--- src/rtl/food_position_gen.sv ---
// -----------------------------------------------------------------------------
// food_position_gen
//
// Pseudo-random food coordinate generator for the snake playfield. A
// free-running Galois LFSR, lightly perturbed by a synchronised entropy bit,
// supplies candidate values. On request a small FSM draws an in-range
// horizontal cell, then an in-range vertical cell, and presents both with a
// one-cycle valid strobe.
//
// Ports:
//   mclk        in   1     clock
//   rst         in   1     synchronous, active-high reset
//   entropy_in  in   1     asynchronous entropy bit (PS/2 data line)
//   req         in   1     request a new coordinate pair (sampled in IDLE)
//   busy        out  1     draw in progress (DRAW_H, DRAW_V, DONE)
//   valid       out  1     one-cycle strobe, pos_h/pos_v just updated
//   pos_h       out  H_W   horizontal cell, 0..H_MAX-1
//   pos_v       out  V_W   vertical cell, 0..V_MAX-1
// -----------------------------------------------------------------------------
module food_position_gen #(
    parameter int                H_MAX  = 80,
    parameter int                V_MAX  = 60,
    parameter int                H_W    = 7,
    parameter int                V_W    = 6,
    parameter int                LFSR_W = 32,
    parameter logic [LFSR_W-1:0] TAPS   = 32'h80200003,
    parameter logic [LFSR_W-1:0] SEED   = 32'h1,
    parameter int                RETRY  = 8
) (
    input  logic           mclk,
    input  logic           rst,
    input  logic           entropy_in,
    input  logic           req,
    output logic           busy,
    output logic           valid,
    output logic [H_W-1:0] pos_h,
    output logic [V_W-1:0] pos_v
);

    // A one-deep retry budget still needs a 1-bit counter to keep the
    // declaration legal; it simply never leaves zero.
    localparam int                CNT_W      = (RETRY > 1) ? $clog2(RETRY) : 1;
    localparam int                RETRY_M1   = RETRY - 1;
    localparam logic [CNT_W-1:0]  RETRY_LAST = RETRY_M1[CNT_W-1:0];

    // One extra bit so H_MAX == 2**H_W still compares correctly.
    localparam logic [H_W:0]      H_LIM      = H_MAX[H_W:0];
    localparam logic [V_W:0]      V_LIM      = V_MAX[V_W:0];

    localparam logic [1:0] S_IDLE   = 2'd0;
    localparam logic [1:0] S_DRAW_H = 2'd1;
    localparam logic [1:0] S_DRAW_V = 2'd2;
    localparam logic [1:0] S_DONE   = 2'd3;

    logic              e_meta;
    logic              e_s;
    logic [LFSR_W-1:0] lfsr;
    logic [LFSR_W-1:0] lfsr_step;
    logic [LFSR_W-1:0] lfsr_next;
    logic [1:0]        state;
    logic [CNT_W-1:0]  retry_cnt;
    logic [H_W-1:0]    h_reg;
    logic [V_W-1:0]    v_reg;
    logic [H_W-1:0]    cand_h;
    logic [V_W-1:0]    cand_v;
    logic              h_ok;
    logic              v_ok;
    logic              retry_out;

    // NOTE: every signal written here is assigned on every pass through the
    // block; a path that left one unassigned would infer a latch.
    always_comb begin
        lfsr_step = lfsr[0] ? ((lfsr >> 1) ^ TAPS) : (lfsr >> 1);
        lfsr_next = lfsr_step ^ {{(LFSR_W-1){1'b0}}, e_s};
        cand_h    = lfsr[H_W-1:0];
        cand_v    = lfsr[LFSR_W-1 -: V_W];
        h_ok      = ({1'b0, cand_h} < H_LIM);
        v_ok      = ({1'b0, cand_v} < V_LIM);
        retry_out = (retry_cnt == RETRY_LAST);
    end

    assign busy = (state != S_IDLE);

    // Two-flop synchroniser for the asynchronous PS/2 data line.
    // NOTE: sequential state is updated with non-blocking assignments so
    // every flop samples the pre-edge value of the others.
    always_ff @(posedge mclk) begin
        if (rst) begin
            e_meta <= 1'b0;
            e_s    <= 1'b0;
        end else begin
            e_meta <= entropy_in;
            e_s    <= e_meta;
        end
    end

    // Free-running LFSR. The entropy XOR can in principle hit the all-zero
    // lock-up state, so that case reloads the seed.
    always_ff @(posedge mclk) begin
        if (rst) begin
            lfsr <= SEED;
        end else if (lfsr_next == '0) begin
            lfsr <= SEED;
        end else begin
            lfsr <= lfsr_next;
        end
    end

    // Draw FSM: rejection sampling per axis, folding into range once the
    // retry budget is spent so the worst-case latency stays bounded.
    always_ff @(posedge mclk) begin
        if (rst) begin
            state     <= S_IDLE;
            retry_cnt <= '0;
            h_reg     <= '0;
            v_reg     <= '0;
            pos_h     <= '0;
            pos_v     <= '0;
            valid     <= 1'b0;
        end else begin
            valid <= 1'b0;
            case (state)
                S_IDLE: begin
                    if (req) begin
                        state     <= S_DRAW_H;
                        retry_cnt <= '0;
                    end
                end
                S_DRAW_H: begin
                    if (h_ok) begin
                        h_reg     <= cand_h;
                        retry_cnt <= '0;
                        state     <= S_DRAW_V;
                    end else if (retry_out) begin
                        // Width rule guarantees cand_h - H_MAX < H_MAX.
                        h_reg     <= cand_h - H_LIM[H_W-1:0];
                        retry_cnt <= '0;
                        state     <= S_DRAW_V;
                    end else begin
                        retry_cnt <= retry_cnt + 1'b1;
                    end
                end
                S_DRAW_V: begin
                    if (v_ok) begin
                        v_reg     <= cand_v;
                        retry_cnt <= '0;
                        state     <= S_DONE;
                    end else if (retry_out) begin
                        v_reg     <= cand_v - V_LIM[V_W-1:0];
                        retry_cnt <= '0;
                        state     <= S_DONE;
                    end else begin
                        retry_cnt <= retry_cnt + 1'b1;
                    end
                end
                S_DONE: begin
                    pos_h <= h_reg;
                    pos_v <= v_reg;
                    valid <= 1'b1;
                    state <= S_IDLE;
                end
                default: state <= S_IDLE;
            endcase
        end
    end

endmodule

--- config.mk ---
export PLATFORM = sky130hd
export DESIGN_NAME = food_position_gen
export DESIGN_NICKNAME = d
export VERILOG_FILES = /design/src/rtl/food_position_gen.sv
export SDC_FILE = /design/constraint.sdc
export NUM_CORES = 1
export LEC_CHECK = 0
export CAP_MARGIN = 15
export CORE_ASPECT_RATIO = 0.8
export CORE_MARGIN = 3
export CORE_UTILIZATION = 61
export DETAILED_ROUTE_END_ITERATION = 8
export GPL_ROUTABILITY_DRIVEN = 0
export PLACE_DENSITY_LB_ADDON = 0.05
export SYNTH_ARGS = -nofsm -noshare
export SYNTH_HDL_FRONTEND = slang
export SYNTH_SLANG_ARGS = --single-unit
--- constraint.sdc ---
create_clock -name mclk -period 3.55 [get_ports mclk]
set_input_delay 0.71 -clock mclk [delete_from_list [all_inputs] [get_ports mclk]]
set_output_delay 0.71 -clock mclk [all_outputs]
set_load 0.02 [all_outputs]
---- After elaboration in Yosys (flattened, before gate mapping) ----
Index checks and enable logic that the tools add are counted.
cells by class
  magnitude comparators ................... 2
  eq/ne operators ......................... 7
  multipliers ............................. 0
  bitwise operators ....................... 2
  shifts and indexed selects .............. 0
  reduce and logical (&&, ||, !) cells .... 11
  add/sub/neg operators ................... 3
  divide/modulo/power cells ............... 0
  multiplexer cells ....................... 17
operator list
  kind                 number
  $logic_not 32->1     1
  $mux 32              1
  $xor 32x1->32        1
  $mux 7               2
  $mux 3               4
  $mux 6               2
  $mux 2               5
  $pmux 3 s3           1
  $pmux 2 s4           1
  $lt 7x7->1 const B   1
  $sub 7x7->7 const B  1
  $lt 6x6->1 const B   1
  $ne 3x3->1 const B   2
  $reduce_and 2->1     3
  $reduce_bool 2->1    3
  $sub 6x6->6 const B  1
  $eq 2x2->1 const B   2
  $not 3->4            1
  $add 3x1->3 const B  1
  $eq 3x3->1 const B   1
  $reduce_and 3->1     1
  $reduce_bool 3->1    1
  $eq 2x1->1 const B   1
  $logic_not 2->1      1
  3 further kinds      3
word-level totals
  output and inout bits ................... 15
  bits in registers ....................... 66
  bits in read-only memories .............. 0
  input port bits ......................... 4
  latch bits .............................. 0
  RAM bits ................................ 0
  word-level logic and storage cells ...... 52
  memories ................................ 0

---- Logic depth before layout (Yosys ltp) ----
  depth after elaboration ................. 5
  mapped depth ............................ 6
  mapped depth without buffers ............ 6

---- Worst setup path before layout ----
Ideal clock, no wire load.
  path kind ............................... reg-to-output
  start ................................... reg state[0]
  end ..................................... out busy
  arrival ................................. 0.812 ns
  path buffers ............................ 0
  path slack .............................. 2.028 ns
  data required time ...................... 2.840 ns
  stages on the path, launching flop included .. 4
  cell sequence ........................... dfxtp_1 inv_1 ha_1 inv_1
between the ends
  word-level cells in the longest chain between the ends .. 1
ends and longest elaborated chain
  item                      line  text
  start: declaration        60    logic [1:0] state;
  start signal: assignment  113   state <= S_IDLE;
  start signal: assignment  125   state <= S_DRAW_H;
  start signal: assignment  133   state <= S_DRAW_V;
  $reduce_bool 2->1         82    assign busy = (state != S_IDLE);
  end: declaration          34    output logic busy,
No other way between the ends.

---- Final worst setup path ----
Ends and elaborated chain as after synthesis.

==> metrics.md <==
| Metric | Value |
|---|---|
| Layout Nets | `271` |
| Clock period minus worst slack | `2.44 ns` |
| CTS tree | `done` |
| Total track usage | `0.179` |
| Kind of critical path | `reg -> out` |
| Sum of negative setup slack | `0 ns` |
| Die height | `62.9 um` |
| Root Buffer | `clkbuf_8` |
| Die Span X | `77.1 um` |
| FILL cells | `307` |
| Synth cell count leaders | `66 x dfxtp_1, 34 x nor2_1, 28 x nor2b_1, 22 x mux2i_1` |
| Syn Std Cell Area | `2470 sq um` |
| Row count | `20` |
| Via count | `1641` |
| Skew final | `0.00390 ns` |
| P_int | `0.00119 W` |
| Ys flop type | `dfxtp_1` |
| Worst VDD drop | `0.387 mV` |
| Reg2reg path depth | `5` |
| Core footprint | `3850 sq um` |
| Yosys top cell area share | `0.535` |
| CTS Buf Count | `9` |
| Initial antenna violation count | `0` |
| Placed Cells | `302` |
| Power per cell area | `588 nW/um^2` |
| Worst-Margin Slew | `0.792 ns` |
| Final hold vios | `0` |
| Crit path buf inv count | `3` |
| Synth Area per Inst | `10.3 sq um` |
| Count of final setup violators | `0` |
| CP peak stage delay | `0.59 ns` |
| Synthesized net count | `253` |
| Crit path capture type | `primary output` |
| Fin crit share | `0.686` |
| DIE AREA | `4850 sq um` |
| WP data arrival | `1.73 ns` |
| Worst path slowest cell | `clkdlybuf4s50_1` |
| Hold Path Cell Cnt | `1` |
| Diodes inserted | `0` |
| Psw | `0.000471 W` |
| Largest net degree at the start of global routing | `45` |
| Routed Wire Length | `3820 um` |
| Max_cap viols | `0` |
| Total power | `0.00166 W` |
| Synth Instances | `240` |
| Largest delay share family, worst path | `buffers and inverters` |
| Final HPWL DP | `2610 um` |
| Biggest area consumer among synthesized cells | `dfxtp_1` |
| CP dominant cell by count | `inv_1` |
| Most numerous cell in the Yosys netlist | `dfxtp_1` |
| Initial Util | `0.640` |
| Max FFs per register | `32` |
| Synthesis warning total | `0` |
| Ys async rst share | `0` |
| Via-to-Cell Ratio | `5.16` |
| Fmax | `410 MHz` |
| Required @ worst endpoint | `2.84 ns` |
| Remaining routing DRC violations | `0` |
| Post-CTS Setup Bufs | `0` |
| # IOs | `19` |
| Hold Path Class | `reg -> reg` |
| CTS clock-pin slew for the worst setup and hold paths | `0.07 ns` |
| DRT antenna net count | `0` |
| Sw frac | `0.283` |
| PortBufs | `18` |
| RSZ-0062 raised after global routing | `false` |
| 1st-pass router iterations | `5` |
| WP depth | `4` |
| Slew Limit Fails | `0` |
| Post-CTS resize count | `0` |
| Util after Layout | `0.735` |
| CTS Hold Bufs | `0` |
| Fraction of layout cells with a size suffix above 1 | `0.0951` |
| Area grow syn2layout | `14.8%` |
| Clock power share | `0.319` |
| H-tree Lvls | `3` |
| CP Launch Type | `flop` |
| GR Overflow Total | `0` |
| Pleak | `1.11 nW` |
| Sequential area share after synthesis | `0.535` |
| Sequential power share | `0.491` |
| Hold Slack | `0.442 ns` |
| CP cell instances | `inv_1 -> ha_1 -> inv_1 -> clkdlybuf4s50_1` |
| First-pass GRT wire length | `6980 um` |
| CTS Buffer Depth | `2` |
| Iter 0 DRT Violations | `52` |
| Outcome | `finished, final reports clean` |
| Comb power frac | `0.191` |
| #FFs+latches synth | `66` |
| Vias in the first global route | `1536` |
| Clock latency on the worst-skew pair | `0.33 ns` |
| Crit Path Max Fanout | `4` |
| Non-Filler Instances | `318` |
| Number of synthesized flops with an enable pin | `0` |
| Synth top area cells | `dfxtp_1 54%, mux2i_1 8.9%, nor2b_1 7.1%` |
| Slew HR | `0.472` |
| Clk sinks | `66` |
| Post-synth cell types | `34` |
| WL/cell | `12.0 um` |
area by class of cell:
class	instances	area, sq um	area share
timing repair buffer	19	183	0.0645
multi-input combinational	155	1060	0.375
tap	55	68.8	0.0243
sequential	66	1320	0.466
clock buffer	11	141	0.0499
clock inverter	5	30.0	0.0106
inverter	7	26.3	0.00928
path summary, 6_finish.rpt:
path	startpoint	endpoint	slack, ns
worst max-delay path	state[0]	busy	1.11
worst min-delay path	e_meta	e_s	0.44
worst max register to register	retry_cnt[0]	h_reg[4]	1.88
worst min register to register	e_meta	e_s	0.44
through the flow:
step	setup WS [ns]	cell area, sq um
after floorplan	2.03	2470
after global placement	1.52	2660
after detailed placement	1.47	2660
after CTS	1.10	2830
after global routing	1.01	2830
final	1.11	2830
layer usage:
| layer | track usage | vias to the layer above | share of wire |
|---|---|---|---|
| met1 | 0.233 | 767 | 0.50 |
| met2 | 0.275 | 28 | 0.45 |
| met4 | 0.0400 | 0 | 0.0010 |
| li1 | - | 844 | - |
| met3 | 0.0821 | 2 | 0.047 |
| met5 | 0 | - | 0 |
kinds of logic after synthesis:
group	count (synthesis)	synth area share
flip-flops	66	0.535
multiplexers	23	0.0938
XOR/XNOR	5	0.0177
AO/OA/AOI/OAI	23	0.0725
adder cells (fa/ha/maj)	9	0.0456
AND/OR/NAND/NOR	95	0.201
buffers and inverters	19	0.0340
cells in the final DEF, fill, tap and decap left out, drive strengths merged:
| cell type | synthesis | final |
|---|---|---|
| a211o | 2 | 2 |
| a21oi | 10 | 10 |
| clkdlybuf4s50 | 0 | 17 |
| nor2 | 34 | 34 |
| buf | 5 | 2 |
| or2 | 2 | 2 |
| nand4 | 4 | 4 |
| nor4 | 6 | 6 |
| mux2 | 1 | 1 |
| nand2 | 9 | 9 |
| a221oi | 1 | 1 |
| ha | 9 | 9 |
| nor3 | 1 | 1 |
| nand3 | 3 | 3 |
| o211ai | 1 | 1 |
| nand2b | 2 | 2 |
| xnor2 | 5 | 5 |
| nor2b | 29 | 29 |
| clkinv | 0 | 3 |
| nor3b | 1 | 1 |
| nand3b | 2 | 2 |
| clkbuf | 7 | 11 |
| or3 | 1 | 1 |
| a32oi | 1 | 1 |
| and4 | 1 | 1 |
| a311o | 1 | 1 |
| dfxtp | 66 | 66 |
| mux2i | 22 | 22 |
| o21ai | 7 | 7 |
| clkinvlp | 0 | 2 |
| inv | 7 | 7 |
power by group through the flow:
stage / combinational, W / clock (W) / sequential, W
CTS: 0.000319 / 0.000550 / 0.000817
detailed placement: 0.000316 / 0 / 0.000833
floorplan: 0.000258 / 0 / 0.000821
finish: 0.000317 / 0.000531 / 0.000817
global route: 0.000353 / 0.000594 / 0.000822
global placement: 0.000315 / 0 / 0.000831
No activity file was read; power rests on OpenSTA's default activity.
